$ cat src/rtl/seq_pattern_pkg.sv
// seq_pattern_pkg
//   Shared constants and helpers for the seq_pattern waveform generator.
//   CHAR_HI / CHAR_LO : the two legal pattern characters ('-' = 1, '_' = 0).
//   MAX_CHARS         : longest pattern the helpers accept (patterns are
//                       zero-extended to this many characters).
//   dec_char(ch)      : returns {err, bit} for one pattern character.
//   pat_char(p,len,k) : returns character k (leftmost = 0) of a packed pattern.
package seq_pattern_pkg;

  localparam logic [7:0] CHAR_HI   = 8'h2D;  // '-'
  localparam logic [7:0] CHAR_LO   = 8'h5F;  // '_'
  localparam int         MAX_CHARS = 256;

  // {err, bit}: illegal characters drive the bit low and flag err.
  function automatic logic [1:0] dec_char(input logic [7:0] ch);
    logic [1:0] r;
    case (ch)
      CHAR_HI: r = 2'b01;
      CHAR_LO: r = 2'b00;
      default: r = 2'b10;
    endcase
    return r;
  endfunction

  // The leftmost character of a string literal sits in the most significant
  // byte, so char k lives in byte (len-1-k). Out-of-range k returns 0.
  function automatic logic [7:0] pat_char(input logic [8*MAX_CHARS-1:0] pattern,
                                          input int len, input int k);
    logic [7:0] c;
    c = 8'h00;
    if (k >= 0 && k < len && len <= MAX_CHARS)
      c = pattern[8*(len-1-k) +: 8];
    return c;
  endfunction

endpackage

$ cat src/rtl/seq_pattern_char_dec.sv
// seq_pattern_char_dec
//   Combinational decoder from one ASCII pattern character to an output bit.
//   Ports:
//     ch      in  8  pattern character
//     out_bit out 1  1 for '-', 0 for '_' and for any illegal character
//     err     out 1  1 when ch is neither '-' nor '_'
module seq_pattern_char_dec
  import seq_pattern_pkg::*;
(
  input  logic [7:0] ch,
  output logic       out_bit,
  output logic       err
);

  logic [1:0] dec;

  always_comb begin
    dec     = dec_char(ch);
    err     = dec[1];
    out_bit = dec[0];
  end

endmodule

$ cat src/rtl/seq_pattern.sv
// seq_pattern
//   Cycle-by-cycle single-bit waveform generator. Each character of PATTERN
//   sets out for one clock cycle ('-' = 1, '_' = 0), leftmost char first.
//   Optional feature macro: SEQ_PATTERN_LOOP_EN
//     defined   : after the last char the index wraps to 0 (pattern repeats)
//     undefined : the index parks on the last char until reset
//   Parameters:
//     PATTERN  ASCII string, LEN = $bits(PATTERN)/8 characters (LEN >= 1)
//     IW       width of idx; LEN must not exceed 2**IW
//   Ports:
//     clock  in  1   rising-edge clock
//     reset  in  1   synchronous active-high reset, dominates en
//     en     in  1   advance enable; 0 holds every output
//     out    out 1   decoded bit of the char at idx (registered)
//     idx    out IW  index of the char currently presented
//     done   out 1   1 while idx == LEN-1
//     err    out 1   1 while the current char is illegal
//   en is a plain advance qualifier, not a handshake: every edge with en=1
//   moves one character, with no back-pressure.
module seq_pattern
  import seq_pattern_pkg::*;
#(
  parameter     PATTERN = "-_",
  parameter int IW      = 8
) (
  input  logic          clock,
  input  logic          reset,
  input  logic          en,
  output logic          out,
  output logic [IW-1:0] idx,
  output logic          done,
  output logic          err
);

  localparam int LEN = $bits(PATTERN) / 8;

  generate
    if (LEN < 1) begin : g_len_min
      $error("seq_pattern: PATTERN must contain at least one character");
    end
    if (LEN > 2**IW) begin : g_len_iw
      $error("seq_pattern: PATTERN length %0d does not fit IW=%0d", LEN, IW);
    end
    if (LEN > MAX_CHARS) begin : g_len_max
      $error("seq_pattern: PATTERN length %0d exceeds %0d", LEN, MAX_CHARS);
    end
  endgenerate

  localparam logic [8*MAX_CHARS-1:0] PAT_EXT = (8*MAX_CHARS)'(PATTERN);
  localparam logic [IW-1:0]          LAST    = IW'(LEN - 1);

  logic [IW-1:0] next_idx;
  logic [IW-1:0] sel_idx;
  logic [7:0]    sel_char;
  logic          sel_bit;
  logic          sel_err;

  // Index the registers will hold after this edge. Decoding the character
  // for that index (not the current one) keeps out/done/err aligned with
  // idx on the same edge.
  always_comb begin
    next_idx = idx + IW'(1);
    if (idx == LAST) begin
`ifdef SEQ_PATTERN_LOOP_EN
      next_idx = '0;
`else
      next_idx = LAST;
`endif
    end

    sel_idx = idx;
    if (reset)   sel_idx = '0;
    else if (en) sel_idx = next_idx;

    sel_char = pat_char(PAT_EXT, LEN, int'(sel_idx));
  end

  seq_pattern_char_dec u_dec (
    .ch      (sel_char),
    .out_bit (sel_bit),
    .err     (sel_err)
  );

  // Reset loads index 0 through the same path as an advance, so the reset
  // values of out/done/err come straight from char 0.
  always_ff @(posedge clock) begin
    if (reset || en) begin
      idx  <= sel_idx;
      out  <= sel_bit;
      err  <= sel_err;
      done <= (sel_idx == LAST);
    end
  end

endmodule

$ cat config.mk
export PLATFORM = sky130hd
export DESIGN_NAME = seq_pattern
export DESIGN_NICKNAME = d
export VERILOG_FILES = /design/src/rtl/seq_pattern_pkg.sv /design/src/rtl/seq_pattern_char_dec.sv /design/src/rtl/seq_pattern.sv
export SDC_FILE = /design/constraint.sdc
export NUM_CORES = 1
export LEC_CHECK = 0
export BUFFER_PORTS_ARGS = -buffer_cell sky130_fd_sc_hd__buf_2
export CAP_MARGIN = 15
export CORE_MARGIN = 5
export CORE_UTILIZATION = 52
export DETAILED_ROUTE_END_ITERATION = 10
export GPL_TIMING_DRIVEN = 0
export PLACE_DENSITY = 0.76
export SYNTH_ARGS = -nofsm -noshare
export SYNTH_HDL_FRONTEND = slang
export SYNTH_SLANG_ARGS = --single-unit
$ cat constraint.sdc
create_clock -name clock -period 3.7 [get_ports clock]
set_clock_uncertainty 0.2 [all_clocks]
set_input_delay 1.11 -clock clock [delete_from_list [all_inputs] [get_ports clock]]
set_output_delay 1.11 -clock clock [all_outputs]
set_load 0.02 [all_outputs]
# After elaboration in Yosys (flattened, before gate mapping)

Cells that the tools add are included.

Add/sub/neg operators: 2
Multipliers: 0
Div/mod/pow operators: 0
Order comparisons: 1
Equality and inequality tests: 4
Shifts and indexed selects: 1
Multiplexer cells: 5
Bitwise operators: 0
Reductions and logical operators: 1

Operator list:

| kind                       | count |
|---|---|
| $shiftx 2048x12->8 const A | 1 |
| $mux 8                     | 4 |
| $eq 8x1->1 const B         | 2 |
| $sub 1x8->9 const A        | 1 |
| $add 8x1->8 const B        | 1 |
| $eq 8x6->1 const B         | 1 |
| $eq 8x7->1 const B         | 1 |
| $lt 8x2->1 const B         | 1 |
| $pmux 2 s2                 | 1 |
| $logic_or 1x1->1           | 1 |

Register bits after elaboration: 11
Bits in latches: 0
Memory bits (writable): 0
Memory bits (read-only): 0
Bits of input ports: 3
Output and inout port bits: 11
Word-level logic and storage cells: 18
Memories: 0

# Logic depth before layout (Yosys ltp)

Word-level depth: 9
Depth in mapped cells: 10
Mapped depth without buffers: 10

# By module

A second synthesis with hierarchy kept.

Cells, all modules: 71
Area total of the unflattened synthesis: 780.7 um2

By module, submodules not included:

| module               | instances | cells each | area an instance (um2) | seq. area each (um2) |
|---|---|---|---|---|
| seq_pattern          | 1         | 66         | 742.0                  | 330.3 |
| seq_pattern_char_dec | 1         | 5          | 38.8                   | 0.0 |

# Worst setup path before layout

OpenSTA, ideal clock, no wires.

Kind: input to register
Start point: input port en
End point: register err (data pin)
Setup time: 0.265 ns
Arrival: 2.593 ns
Required time: 3.235 ns
Slack: 0.642 ns
Stages on the path: 7
Buffers on the path: 1
Path through: clkbuf_1 > nand2_1 > xor2_1 > or2_2 > ha_1 > nand2b_1 > or3_1

Cells in the longest elaborated chain, start to end: 7
Elaborated cells between the ends (all ways): 9
Classes of those cells: add/sub (1); order compare (1); eq/ne (2); shift (1); mux (4)

Ends and longest elaborated chain:

| what                                     | line                  | source |
|---|---|---|
| from (decl)                              | seq_pattern.sv:28     | `input logic en,` |
| $mux 8 *                                 | seq_pattern.sv:73     | `else if (en) sel_idx = next_idx;` |
| $mux 8 *                                 | seq_pattern.sv:72     | `if (reset) sel_idx = '0;` |
| $sub 1x8->9                              | seq_pattern_pkg.sv:32 | `c = pattern[8*(len-1-k) +: 8];` |
| $shiftx 2048x12->8                       | seq_pattern_pkg.sv:32 |  |
| $mux 8 *                                 | seq_pattern_pkg.sv:31 | `if (k >= 0 && k < len && len <= MAX_CHARS)` |
| $eq 8x7->1 or $eq 8x6->1 (tied branches) | seq_pattern_pkg.sv:17 | `case (ch)` |
| $pmux 2 s2 *                             | seq_pattern_pkg.sv:17 |  |
| net sel_err                              | seq_pattern.sv:56     | `logic sel_err;` |
| to (signal assigned)                     | seq_pattern.sv:90     | `err <= sel_err;` |
| to (decl)                                | seq_pattern.sv:32     | `output logic err` |

The timed path passes the listed nets; every way through them passes the cells marked *.
A chain may end at the register's enable or synchronous reset.

# Worst setup path after layout

Ends and elaborated chain as after synthesis.

==> flow_summary.json <==
{
  "ctsHoldBuffers": 0,
  "hold_class": "flop to flop",
  "synth.avg_cell_area_um2": 9.76,
  "routed_wl_um": 1560,
  "setup_viol": 0,
  "start_util": 0.563,
  "grtUsageTotal": 0.173,
  "sw_frac_of_total": 0.320,
  "ir_drop_uv": 318,
  "cp_max_fo": 10,
  "drive_gt1_frac": 0.237,
  "core_area_um2": 1320,
  "wire_per_inst_um": 14.5,
  "dp_hpwl_um": 1190,
  "final_common_cell": "buf_2",
  "drc": 0,
  "cp-end-kind": "flop",
  "dieArea_um2": 2280,
  "ys_types": 30,
  "cp.arrival_ns": 2.89,
  "cts_setup_buffers": 0,
  "cts_tree": "done",
  "cts.clk_slew.worst_paths_ns": 0.07,
  "first_global_vias": 601,
  "pwr-share-seq": 0.504,
  "synth_seq_cells": 11,
  "placed_area_um2": 826,
  "clkSinkCount": 11,
  "syn-num-nets": 82,
  "fillers": 113,
  "nets": 100,
  "hold_viol": 0,
  "antenna_cells": 0,
  "vias": 621,
  "finalSetupTns_ns": 0,
  "crit_path_start_kind": "primary input",
  "antenna_found_initial": 0,
  "die_h_um": 47.8,
  "max_clock_freq_ghz": 0.324,
  "numCtsBuffers": 3,
  "yosysWarningCount": 0,
  "power_density_nw_per_um2": 393,
  "hp-start": "idx[5]",
  "cp.required_ns": 3.51,
  "slew_violations": 0,
  "first_iter_violations": 10,
  "status": "finished clean",
  "post_cts_resized": 0,
  "yosysTopAreaCell": "edfxtp_1",
  "reg2reg_from": "idx[0]",
  "grt_max_degree": 12,
  "intPower_uw": 228,
  "synth_edf_count": 11,
  "p_leak_nw": 0.344,
  "viasPerCell": 5.75,
  "rrSetupSlack_ns": 0.84,
  "die_w_um": 47.8,
  "worstMarginPinSlew_ns": 0.370,
  "yosysSeqAreaShare": 0.445,
  "firstDrtPassIters": 4,
  "p_sw_uw": 107,
  "num_rows": 13,
  "htree_levels": 1,
  "ys_dominant_reg_cell": "edfxtp_1",
  "power_frac_comb": 0.251,
  "fin_crit_ns": 3.09,
  "areaGrowthSynthToFinish_pct": 14.8,
  "clockBufferDepth": 2,
  "clock_power_share": 0.245,
  "ant_nets": 0,
  "syn_inst": 76,
  "overflow": 0,
  "insertion_delay_ns": 0.26,
  "io_buffers": 13,
  "relSlewSlack": 0.754,
  "rsz0062_at_grt": "no",
  "final_cell_mix": "buf_2 (14), edfxtp_1 (11), nand2_1 (9)",
  "ioPinCount": 14,
  "syn_area_um2": 742,
  "gp_congestion": 0.775,
  "cts_root_buf": "clkbuf_4",
  "drv_cap": 0,
  "grt_pass1_wl_um": 2700,
  "crit_type": "primary input to flop",
  "finalCritPeriodShare": 0.834,
  "startpoint": "en",
  "design_area_um2": 852,
  "async_flop_share": 0,
  "synth_area_leaders": "edfxtp_1 (45%), ha_1 (5.1%), xnor2_1 (4.7%)",
  "synth_top_cell_area_share": 0.445
}
cell usage after synthesis (2+ instances only):
cell,instances
edfxtp_1,11
nand2_1,9
nor2_1,8
inv_1,4
xnor2_1,4
xor2_1,4
a21oi_1,3
ha_1,3
nand2b_1,3
nor3_1,3
a31oi_1,2
nand3_1,2
nor4_1,2
or2_2,2
worst paths after layout:
path,end,cells past startpoint
setup / recovery,err,8
hold / removal,idx[5],2
setup reg to reg,err,8
hold reg to reg,idx[5],2
stage by stage:
step	total power, mW	setup WS (ns)	cells	utilization	hold slack [ns]
4_1_cts	0.337	0.613	108	0.647	0.554
2_1_floorplan	0.229	0.642	76	-	0.613
6_report	0.335	0.614	108	0.647	0.555
3_5_place_dp	0.256	0.339	104	0.627	0.536
5_1_grt	0.358	0.497	108	0.647	0.601
3_3_place_gp	0.253	0.394	104	0.627	0.530
layout make-up:
class	instances	area, um2	area share
inverters	4	15.0	0.0176
clock buffers	4	26.3	0.0308
flip-flops and latches	11	330	0.388
repair buffers	13	65.1	0.0764
well taps	15	18.8	0.0220
plain buffers	2	8.76	0.0103
multi-input cells	59	388	0.455
kinds of logic (layout without fill, tap and decap cells):
kind of cell,Yosys count,in the layout,synth area share
simple gates,38,38,0.285
compound gates,10,10,0.0928
buf+inv,6,23,0.0320
fa+ha+maj,3,3,0.0506
xor+xnor,8,8,0.0944
flops,11,11,0.445
sequential cells by signal (all words and copies together), names as in the netlist:
signal,cells
idx,8
out,1
done,1
err,1
power groups by stage:
stage               combinational (mW)  clock [mW]  sequential [mW]
floorplan                       0.0434           0            0.186
global placement                0.0820           0            0.171
detailed placement              0.0841           0            0.172
CTS                             0.0846      0.0837            0.169
global route                    0.0929      0.0929            0.172
finish                          0.0840      0.0821            0.169
worst max-delay path, cell delays in order:
cell and delay [ns]:
buf_2 0.12, clkbuf_1 0.32, nand2_1 0.15, xor2_1 0.17, or2_2 0.30, ha_1 0.27, nand2b_1 0.15, or3_1 0.31
per-layer routing:
layer,wire length (um),vias to the layer above,global-route usage
li1,-,312,-
met1,707,285,0.222
met2,752,22,0.285
met3,83,2,0.0338
met4,18,0,0.0645
met5,0,-,0
(Power assumes the default switching activity.)
